## config.mk

```make
export PLATFORM = sky130hd
export DESIGN_NAME = uart_alu_ctrl
export DESIGN_NICKNAME = d
export VERILOG_FILES = /design/src/rtl/uart_alu_pkg.sv /design/src/rtl/uart_alu_acc.sv /design/src/rtl/uart_alu_ctrl.sv
export SDC_FILE = /design/constraint.sdc
export NUM_CORES = 1
export LEC_CHECK = 0
export BUFFER_PORTS_ARGS = -buffer_cell sky130_fd_sc_hd__buf_2
export CAP_MARGIN = 20
export CORE_MARGIN = 5
export CORE_UTILIZATION = 35
export DETAILED_ROUTE_END_ITERATION = 8
export HOLD_SLACK_MARGIN = 0.1
export PLACE_DENSITY = 0.52
export SYNTH_ARGS = -nofsm -noshare
export SYNTH_HDL_FRONTEND = slang
export SYNTH_SLANG_ARGS = --single-unit
```

## constraint.sdc

```tcl
create_clock -name clk_i -period 4.65 [get_ports clk_i]
set_input_delay 0.2325 -clock clk_i [delete_from_list [all_inputs] [get_ports clk_i]]
set_output_delay 0.2325 -clock clk_i [all_outputs]
set_load 0.005 [all_outputs]
```

## src/rtl/uart_alu_pkg.sv

```systemverilog
`default_nettype none
// ============================================================================
// Module   : uart_alu_pkg
// Brief    : Shared types and constants for the UART packet controller.
// Revision : 1.0 - initial release
// ============================================================================
package uart_alu_pkg;

    // Packet parser states
    typedef enum logic [2:0] {
        S_OPCODE  = 3'd0,
        S_RSV     = 3'd1,
        S_LEN_LO  = 3'd2,
        S_LEN_HI  = 3'd3,
        S_PAYLOAD = 3'd4,
        S_DRAIN   = 3'd5,
        S_RESULT  = 3'd6
    } state_t;

    // Decoded opcode class, latched once per packet
    typedef enum logic [1:0] {
        K_ECHO = 2'd0,
        K_ADD  = 2'd1,
        K_XOR  = 2'd2,
        K_UNK  = 2'd3
    } op_kind_t;

    localparam logic [7:0] OP_ECHO  = 8'hEC;
    localparam logic [7:0] OP_ADD   = 8'hA0;
    localparam logic [7:0] OP_XOR   = 8'hA1;
    localparam logic [7:0] ERR_BYTE = 8'hEE;
    localparam int         HDR_BYTES = 4;

    function automatic op_kind_t decode_op(input logic [7:0] opcode);
        case (opcode)
            OP_ECHO: decode_op = K_ECHO;
            OP_ADD:  decode_op = K_ADD;
            OP_XOR:  decode_op = K_XOR;
            default: decode_op = K_UNK;
        endcase
    endfunction

endpackage
`default_nettype wire

```

## src/rtl/uart_alu_acc.sv

```systemverilog
`default_nettype none
// ============================================================================
// Module   : uart_alu_acc
// Brief    : Assembles payload bytes LSB-first into 32-bit operands and folds
//            each operand into an add or xor accumulator.
// Revision : 1.0 - initial release
// ============================================================================
module uart_alu_acc
    import uart_alu_pkg::*;
(
    input  logic        clk_i,
    input  logic        rst_i,
    input  logic [7:0]  byte_data,
    input  logic        byte_valid,
    input  logic        last,
    input  op_kind_t    op,
    input  logic        clear,
    output logic [31:0] result
);

    logic [31:0] r_acc;
    logic [31:0] r_opnd;
    logic [1:0]  r_idx;
    logic [31:0] w_opnd;

    // Merge the incoming byte into its lane; unfilled lanes stay zero so a
    // trailing partial operand is zero-extended for free.
    assign w_opnd = r_opnd | (32'(byte_data) << {r_idx, 3'b000});
    assign result = r_acc;

    // Operand assembly and fold on the 4th byte or the final payload byte
    always_ff @(posedge clk_i) begin
        if (rst_i || clear) begin
            r_acc  <= '0;
            r_opnd <= '0;
            r_idx  <= '0;
        end else if (byte_valid) begin
            if (r_idx == 2'd3 || last) begin
                r_acc  <= (op == K_XOR) ? (r_acc ^ w_opnd) : (r_acc + w_opnd);
                r_opnd <= '0;
                r_idx  <= '0;
            end else begin
                r_opnd <= w_opnd;
                r_idx  <= r_idx + 2'd1;
            end
        end
    end

endmodule
`default_nettype wire

```

## src/rtl/uart_alu_ctrl.sv

```systemverilog
`default_nettype none
// ============================================================================
// Module   : uart_alu_ctrl
// Brief    : Packet controller between UART RX and TX streams. Parses framed
//            command packets and performs echo, 32-bit add or 32-bit xor.
//            Optional macro ALU_CTRL_ERR_RESP_EN: send 0xEE after an unknown
//            opcode packet and after a timeout abort.
// Revision : 1.0 - initial release
// ============================================================================
module uart_alu_ctrl
    import uart_alu_pkg::*;
#(
    parameter int TIMEOUT_CYCLES = 65536,
    parameter int LEN_WIDTH      = 16
) (
    input  logic       clk_i,
    input  logic       rst_i,
    input  logic [7:0] rx_data_i,
    input  logic       rx_valid_i,
    output logic       rx_ready_o,
    output logic [7:0] tx_data_o,
    output logic       tx_valid_o,
    input  logic       tx_ready_i,
    output logic       busy_o,
    output logic       abort_o
);

    state_t                 r_state;
    state_t                 w_next;
    op_kind_t               r_kind;
    logic [7:0]             r_len_lo;
    logic [LEN_WIDTH-1:0]   r_remaining;
    logic [2:0]             r_res_cnt;
    logic                   r_tx_valid;
    logic [7:0]             r_tx_data;
    logic                   r_abort;

    logic                   w_rx_ready;
    logic                   w_rx_acc;
    logic                   w_tx_hs;
    logic                   w_tx_free;
    logic                   w_tx_load;
    logic [7:0]             w_tx_load_data;
    logic                   w_acc_valid;
    logic                   w_acc_last;
    logic                   w_acc_clear;
    logic                   w_tmo_run;
    logic                   w_tmo_fire;
    logic [LEN_WIDTH-1:0]   w_len;
    logic                   w_len_le_hdr;
    logic                   w_last_byte;
    logic [31:0]            w_result;
    logic [7:0]             w_res_byte;

    assign w_rx_acc     = rx_valid_i && w_rx_ready;
    assign w_tx_hs      = r_tx_valid && tx_ready_i;
    assign w_tx_free    = !r_tx_valid || tx_ready_i;
    assign w_len        = LEN_WIDTH'({rx_data_i, r_len_lo});
    assign w_len_le_hdr = (w_len <= LEN_WIDTH'(HDR_BYTES));
    assign w_last_byte  = (r_remaining == LEN_WIDTH'(1));
    assign w_res_byte   = w_result[{r_res_cnt[1:0], 3'b000} +: 8];

    assign rx_ready_o = w_rx_ready;
    assign tx_valid_o = r_tx_valid;
    assign tx_data_o  = r_tx_data;
    assign busy_o     = (r_state != S_OPCODE);
    assign abort_o    = r_abort;

    // Timer is frozen while idle, while sending a result, and while an echo
    // byte is stalled by TX back-pressure.
    assign w_tmo_run = (r_state != S_OPCODE) && (r_state != S_RESULT) &&
                       !(r_state == S_PAYLOAD && r_kind == K_ECHO &&
                         r_tx_valid && !tx_ready_i);

    generate
        if (TIMEOUT_CYCLES > 0) begin : g_tmo_on
            localparam int TMO_W = (TIMEOUT_CYCLES > 1) ? $clog2(TIMEOUT_CYCLES) : 1;
            logic [TMO_W-1:0] r_tmo_cnt;

            // An accepted byte in the same cycle always beats the timeout
            assign w_tmo_fire = w_tmo_run && !w_rx_acc &&
                                (r_tmo_cnt == TMO_W'(TIMEOUT_CYCLES - 1));

            // Idle-gap counter, cleared by every accepted RX byte
            always_ff @(posedge clk_i) begin
                if (rst_i || w_rx_acc || !w_tmo_run || w_tmo_fire) begin
                    r_tmo_cnt <= '0;
                end else begin
                    r_tmo_cnt <= r_tmo_cnt + TMO_W'(1);
                end
            end
        end else begin : g_tmo_off
            assign w_tmo_fire = 1'b0;
        end
    endgenerate

    // Next-state and per-state handshake decode
    always_comb begin
        w_next         = r_state;
        w_rx_ready     = 1'b1;
        w_tx_load      = 1'b0;
        w_tx_load_data = ERR_BYTE;
        w_acc_valid    = 1'b0;
        w_acc_last     = 1'b0;
        w_acc_clear    = 1'b0;
        case (r_state)
            S_OPCODE: begin
                if (w_rx_acc) begin
                    w_next      = S_RSV;
                    w_acc_clear = 1'b1;
                end
            end
            S_RSV: begin
                if (w_rx_acc) w_next = S_LEN_LO;
            end
            S_LEN_LO: begin
                if (w_rx_acc) w_next = S_LEN_HI;
            end
            S_LEN_HI: begin
                if (w_rx_acc) begin
                    if (w_len_le_hdr) begin
                        if (r_kind == K_ADD || r_kind == K_XOR) begin
                            w_next = S_RESULT;
                        end else begin
                            w_next = S_OPCODE;
`ifdef ALU_CTRL_ERR_RESP_EN
                            w_tx_load = (r_kind == K_UNK);
`endif
                        end
                    end else begin
                        w_next = (r_kind == K_UNK) ? S_DRAIN : S_PAYLOAD;
                    end
                end
            end
            S_PAYLOAD: begin
                if (r_kind == K_ECHO) begin
                    if (r_remaining == '0) begin
                        // Last byte is in the output register; wait for TX
                        w_rx_ready = 1'b0;
                        if (w_tx_free) w_next = S_OPCODE;
                    end else begin
                        w_rx_ready     = w_tx_free;
                        w_tx_load      = w_rx_acc;
                        w_tx_load_data = rx_data_i;
                    end
                end else begin
                    w_acc_valid = w_rx_acc;
                    w_acc_last  = w_last_byte;
                    if (w_rx_acc && w_last_byte) w_next = S_RESULT;
                end
            end
            S_DRAIN: begin
                if (w_rx_acc && w_last_byte) begin
                    w_next = S_OPCODE;
`ifdef ALU_CTRL_ERR_RESP_EN
                    w_tx_load = 1'b1;
`endif
                end
            end
            S_RESULT: begin
                w_rx_ready = 1'b0;
                if (r_res_cnt != 3'd4 && w_tx_free) begin
                    w_tx_load      = 1'b1;
                    w_tx_load_data = w_res_byte;
                end
                if (r_res_cnt == 3'd4 && w_tx_hs) w_next = S_OPCODE;
            end
            default: w_next = S_OPCODE;
        endcase
    end

    // State register; a timeout abort overrides the normal transition
    always_ff @(posedge clk_i) begin
        if (rst_i || w_tmo_fire) begin
            r_state <= S_OPCODE;
        end else begin
            r_state <= w_next;
        end
    end

    // Header fields, payload byte counter and result byte index
    always_ff @(posedge clk_i) begin
        if (rst_i) begin
            r_kind      <= K_ECHO;
            r_len_lo    <= '0;
            r_remaining <= '0;
            r_res_cnt   <= '0;
        end else begin
            if (r_state == S_OPCODE && w_rx_acc) r_kind <= decode_op(rx_data_i);
            if (r_state == S_LEN_LO && w_rx_acc) r_len_lo <= rx_data_i;
            if (r_state == S_LEN_HI && w_rx_acc) begin
                r_remaining <= w_len_le_hdr ? '0 : (w_len - LEN_WIDTH'(HDR_BYTES));
            end else if ((r_state == S_PAYLOAD || r_state == S_DRAIN) && w_rx_acc) begin
                r_remaining <= r_remaining - LEN_WIDTH'(1);
            end
            if (r_state != S_RESULT) begin
                r_res_cnt <= '0;
            end else if (w_tx_load) begin
                r_res_cnt <= r_res_cnt + 3'd1;
            end
        end
    end

    // One-byte TX output register; data only changes when the slot is free
    always_ff @(posedge clk_i) begin
        if (rst_i) begin
            r_tx_valid <= 1'b0;
            r_tx_data  <= '0;
`ifdef ALU_CTRL_ERR_RESP_EN
        end else if (w_tmo_fire) begin
            r_tx_valid <= 1'b1;
            r_tx_data  <= ERR_BYTE;
`endif
        end else if (w_tx_load) begin
            r_tx_valid <= 1'b1;
            r_tx_data  <= w_tx_load_data;
        end else if (w_tx_hs) begin
            r_tx_valid <= 1'b0;
        end
    end

    // Abort pulse, one cycle wide
    always_ff @(posedge clk_i) begin
        if (rst_i) begin
            r_abort <= 1'b0;
        end else begin
            r_abort <= w_tmo_fire;
        end
    end

    uart_alu_acc u_acc (
        .clk_i      (clk_i),
        .rst_i      (rst_i),
        .byte_data  (rx_data_i),
        .byte_valid (w_acc_valid),
        .last       (w_acc_last),
        .op         (r_kind),
        .clear      (w_acc_clear || w_tmo_fire),
        .result     (w_result)
    );

endmodule
`default_nettype wire

```

# After elaboration in Yosys (flattened, before gate mapping)
# Index checks and enable logic that the tools add are counted.
# Widths: inputs -> output; s select.
[word_totals] reg_bits=124 wordCells=130
[classes] n_addsub=6 order_cmp=1 n_eq_ne=27 shifts=2 n_mux=40 bitwise_logic=2 n_reduce_logical=40
[op_table] cell="$mux 32" n=2
[op_table] cell="$mux 16" n=3
[op_table] cell="$mux 3" n=12
[op_table] cell="$add 32x32->32" n=1
[op_table] cell="$or 32x32->32" n=1
[op_table] cell="$shiftx 32x6->8" n=1
[op_table] cell="$shl 8x5->32" n=1
[op_table] cell="$xor 32x32->32" n=1
[op_table] cell="$eq 8x8->1 const B" n=3
[op_table] cell="$mux 8" n=3
[op_table] cell="$pmux 3 s7" n=1
[op_table] cell="$add 16x1->16 const B" n=1
[op_table] cell="$eq 16x1->1 const B" n=1
[op_table] cell="$eq 16x16->1 const B" n=1
[op_table] cell="$le 16x3->1 const B" n=1
[op_table] cell="$logic_and 1x1->1" n=16
[op_table] cell="$logic_not 16->1" n=1
[op_table] cell="$pmux 8 s2" n=1
[op_table] cell="$sub 16x1->16 const B" n=1
[op_table] cell="$sub 16x3->16 const B" n=1
[op_table] cell="$mux 1" n=14
[op_table] cell="$eq 3x3->1 const B" n=4
[op_table] cell="$ne 2x2->1 const B" n=6
[op_table] cell="$logic_or 1x1->1" n=10
[op_table] cell="other kinds (20)" n=31

# Longest topological paths before layout
[logic_depth] depth_word=11 ltp_mapped=13 ltp_nobuf=13

# Hierarchy
# Synthesis repeated with hierarchy kept, for this count alone.
[hier_totals] cells_unflattened=974 hier_area_um2=8119.0
[modules_own_cells] mod="uart_alu_acc" n_inst=1 cells_per_inst=537 area_per_inst_um2=4460.5
[modules_own_cells] mod="uart_alu_ctrl" n_inst=1 cells_per_inst=437 area_per_inst_um2=3658.5

# Least setup slack after synthesis
# OpenSTA, ideal clock, no wires.
[synth_timing] path_kind="reg-to-reg" from="register u_acc.r_idx[0]" to="register u_acc.r_acc[24] (netlist: u_acc.result[24])" arrival_time_ns=3.165 required_time_ns=4.564 path_slack_ns=1.399 path_stages_with_launch=14 path_buffers=0 period_less_slack_ns=3.251 cell_sequence="dfxtp_1 -> nor2_1 -> a21o_1 -> ha_1 -> inv_1 -> fa_1 -> nor2b_1 -> o21bai_1 -> a2111oi_0 -> nor3_1 -> o31a_1 -> o31ai_1 -> xnor2_1 -> a211oi_1"
[synth_between] elab_chain_cells=4
[synth_rtl] item="from (decl)" line="uart_alu_acc.sv:23" source="logic [1:0] r_idx;"
[synth_rtl] item="from (signal assigned)" line="uart_alu_acc.sv:44" source="r_idx <= r_idx + 2'd1;"
[synth_rtl] item="$shl 8x5->32" line="uart_alu_acc.sv:28" source="assign w_opnd = r_opnd | (32'(byte_data) << {r_idx, 3'b000});"
[synth_rtl] item="$or 32x32->32" line="uart_alu_acc.sv:28"
[synth_rtl] item="$add 32x32->32 / $xor 32x32->32 (equally long branches)" line="uart_alu_acc.sv:39" source="r_acc <= (op == K_XOR) ? (r_acc ^ w_opnd) : (r_acc + w_opnd);"
[synth_rtl] item="$mux 32" line="uart_alu_acc.sv:39"
[synth_rtl] item="to (signal assigned)" line="uart_alu_acc.sv:39"
[synth_rtl] item="to (decl)" line="uart_alu_acc.sv:21" source="logic [31:0] r_acc;"
# Several ways; a longest one is shown, not always the timed one.
# A chain may end at the register's enable or synchronous reset.

# Worst setup path in the final report
[layout_timing] from="register u_acc.r_idx[0]" to="register u_acc.r_acc[30] (netlist: u_acc.result[30])"
# Same word-level chain as after synthesis.

==> flow_summary_export.csv <==
group,metric,value,unit
timing,hold_viol,0,
min_path,hold_path_class,"in2reg",
power,irDropWorstVdd,0.0002297,V
placement,port-buffer-count,23,
clock_network,clk_latency,0.42,ns
min_path,whs_path_depth,4,
run,max_cap_violations,0,
cells_and_area,fin_area,0.008811,sq mm
cells_and_area,instances_no_fill,1279,
logic_synthesis,mappedNetlistArea,0.007905,sq mm
worst_setup_path,worstPathMaxFanout,8,
clock_network,cts-buffers-inserted,17,
cells_and_area,area_growth,11.46,%
cells_and_area,nFillCells,2334,
power,p_switching,0.8147,mW
global_route,grt_pass1_wl,36270,microns
global_route,grt_usage,0.1753,
timing,tightest_slew,1.069,ns
cells_and_area,drive_gt1_frac,0.08954,
clock_network,cts_setup_buffers,0,
cells_and_area,antenna_cells,0,
logic_synthesis,yosys_most_used_dff,"dfxtp_1",
worst_setup_path,r2r_start,"u_acc.r_idx[0]",
logic_synthesis,synth_cells,997,
clock_network,root_buffer,"clkbuf_16",
timing,setup-tns-final,0,ns
detailed_routing,firstDrtPassIters,5,
worst_setup_path,crit_arrival,4.11,ns
placement,postPlaceCellArea,0.008190,sq mm
detailed_routing,wl,22500,microns
logic_synthesis,ys_seq_area_frac,0.3140,
detailed_routing,drtIter0Drc,387,
power,sw_frac_of_total,0.2815,
floorplan,die_w,160.3,microns
global_route,first_global_vias,6745,
cells_and_area,fin_nets,1041,
cells_and_area,fin_util,0.3928,
logic_synthesis,ys_types,63,
clock_network,cts.repair.resized,0,
worst_setup_path,cp-start-kind,"flop",
timing,min_period,3.829,ns
clock_network,ctsHoldBuffers,0,
logic_synthesis,synth_nets,1057,
global_route,grt_max_degree,57,
worst_setup_path,end_kind,"flop",
logic_synthesis,ys_warn_count,0,
global_route,antenna_found_initial,0,
worst_setup_path,crit_type,"reg2reg",
timing,drv_slew,0,
timing,clock_skew,0.007970,ns
cells_and_area,multi_input_area,0.005094,sq mm
logic_synthesis,synth-edff-count,0,
floorplan,num_io_pins,24,
detailed_routing,drc_errors,0,
timing,fmax,0.2612,GHz
worst_setup_path,r2r_end,"u_acc.result[30]",
timing,slew_headroom,0.2848,
power,p_leak,3.640,nW
clock_network,clk_pin_slew,0.06,ns
power,pwr-share-clk,0.490,
clock_network,cts_sinks,124,
placement,dp_cells,1247,
min_path,min_from,"tx_ready_i",
logic_synthesis,avgSynthCellArea,7.929,sq um
floorplan,dieArea,0.02569,sq mm
floorplan,die_height,160.3,microns
detailed_routing,vias,7053,
power,comb_power_share,0.126,
global_route,overflow,0,
power,seq_power_share,0.384,
clock_network,htreeDepth,4,
min_path,hold-path-endpoint,"tx_valid_o",
cells_and_area,ff_latch_area,0.002482,sq mm
worst_setup_path,crit_start,"u_acc.r_idx[0]",
detailed_routing,ant_nets,0,
power,power_per_cell_area,328.4,mW/mm^2
placement,gp_congestion,0.8211,
floorplan,core_area,0.02243,sq mm
logic_synthesis,async_flop_share,0,
detailed_routing,wl_per_cell,17.59,microns
power,power,2.894,mW
floorplan,num_rows,55,
worst_setup_path,reg2reg_depth,11,
floorplan,start_util,0.3524,
clock_network,cts_max_path_buffers,2,
logic_synthesis,synth-seq-cells,124,
clock_network,tritoncts,"done",
worst_setup_path,cp.required,4.93,ns
timing,min_period_over_period,0.8235,
detailed_routing,vias_per_cell,5.514,
timing,setup_violations,0,
placement,hpwl,16020,microns
outcome,outcome,"completed",
timing,rsz0062_at_grt,"no",
worst_setup_path,reg2reg_slack,0.82,ns
power,p_int,2.079,mW
## metal layers
metal | vias to the layer above | GRT usage | wire (microns)
li1 | 3592 | - | -
met1 | 3328 | 0.2381 | 11050
met2 | 108 | 0.2850 | 10310
met3 | 25 | 0.03535 | 771
met4 | 0 | 0.04654 | 374
met5 | - | 0 | 0
## through the flow
stage,hold slack [ns],setup WS (ns)
6_report,0.1652,0.8209
5_1_grt,0.2073,0.5422
4_1_cts,0.1410,0.8618
3_5_place_dp,0.4494,0.8799
3_3_place_gp,0.4442,0.9051
2_1_floorplan,0.4262,1.399
## layout make-up
cell class,count,share of cell area
Clock buffer,18,0.04984
Inverter,22,0.009372
Sequential cell,124,0.2817
Tap cell,285,0.04047
Clock inverter,14,0.02059
Multi-Input combinational cell,785,0.5781
Timing Repair Buffer,31,0.01988
## logic make-up (layout without fill, tap and decap cells)
family / after synthesis / count (layout) / share of synthesized area
xor+xnor: 53 / 53 / 0.05872
flops: 124 / 124 / 0.3140
mux: 23 / 23 / 0.04210
simple gates: 372 / 372 / 0.2358
fa+ha+maj: 48 / 48 / 0.07692
compound gates: 289 / 289 / 0.2298
buf+inv: 88 / 85 / 0.04258
## how the worst max path moves through the flow
stage / end / cells after the start
floorplan: u_acc.result[24] / 13
global placement: u_acc.result[28] / 11
detailed placement: u_acc.result[30] / 11
CTS: u_acc.result[30] / 11
global route: u_acc.result[31] / 12
finish: u_acc.result[30] / 11
## sequential cells by signal, summed over array words and instances (netlist names)
register / count
u_acc.result: 32
abort_o: 1
u_acc.r_idx: 2
r_res_cnt: 3
g_tmo_on.r_tmo_cnt: 16
tx_data_o: 8
u_acc.r_opnd: 32
r_kind: 2
r_state: 3
r_remaining: 16
tx_valid_o: 1
r_len_lo: 8
## layout by cell type (no fill, tap or decap), types with 6 or more instances in the layout
| cell type | count |
|---|---|
| a21o_1 | 48 |
| buf_2 | 23 |
| nand4_1 | 11 |
| buf_4 | 8 |
| mux2i_1 | 13 |
| nor2_1 | 131 |
| o21ai_0 | 42 |
| o21a_1 | 9 |
| dfxtp_1 | 124 |
| mux4_2 | 8 |
| clkbuf_16 | 17 |
| a211oi_1 | 25 |
| nor4_1 | 10 |
| o22ai_1 | 6 |
| ha_1 | 47 |
| nor3_1 | 38 |
| and3_1 | 6 |
| nand2_1 | 59 |
| and2_1 | 9 |
| o221ai_1 | 6 |
| xnor2_1 | 35 |
| nor3b_1 | 31 |
| xor2_1 | 18 |
| nor2b_1 | 11 |
| a31oi_1 | 12 |
| inv_1 | 21 |
| nand3_1 | 28 |
| a21oi_1 | 108 |
## critical path: stages (launching register included)
cell	delay, ns
dfxtp_1	0.42
nor2b_1	0.60
a21o_1	0.25
ha_1	0.25
a21o_1	0.20
and3_1	0.19
or4b_2	0.66
or3_1	0.37
a21oi_1	0.32
o21ai_0	0.18
xnor2_1	0.16
a21oi_1	0.08
## power groups by stage
stage	clock (mW)	sequential, mW	combinational [mW]
2_1_floorplan	0	1.12	0.281
3_3_place_gp	0	1.13	0.366
3_5_place_dp	0	1.13	0.364
4_1_cts	1.44	1.11	0.367
5_1_grt	1.49	1.11	0.409
6_report	1.42	1.11	0.365
## cell usage after synthesis, types with 6 or more instances
library cell,instances,share of area
nor2_1,132,0.063
dfxtp_1,124,0.31
a21oi_1,108,0.068
nand2_1,59,0.028
clkbuf_1,56,0.027
a21o_1,48,0.046
ha_1,47,0.074
o21ai_0,42,0.027
nor3_1,38,0.024
xnor2_1,35,0.039
nor3b_1,31,0.029
nand3_1,28,0.018
a211oi_1,25,0.024
inv_1,21,0.010
xor2_1,18,0.020
mux2i_1,13,0.016
a31oi_1,12,0.0095
nand4_1,11,0.0087
nor2b_1,11,0.0087
nor4_1,10,0.0079
and2_1,9,0.0071
o21a_1,9,0.0085
mux4_2,8,0.023
and3_1,6,0.0047
o221ai_1,6,0.0066
o22ai_1,6,0.0047
Note: power is estimated with default switching activity, not from simulation.
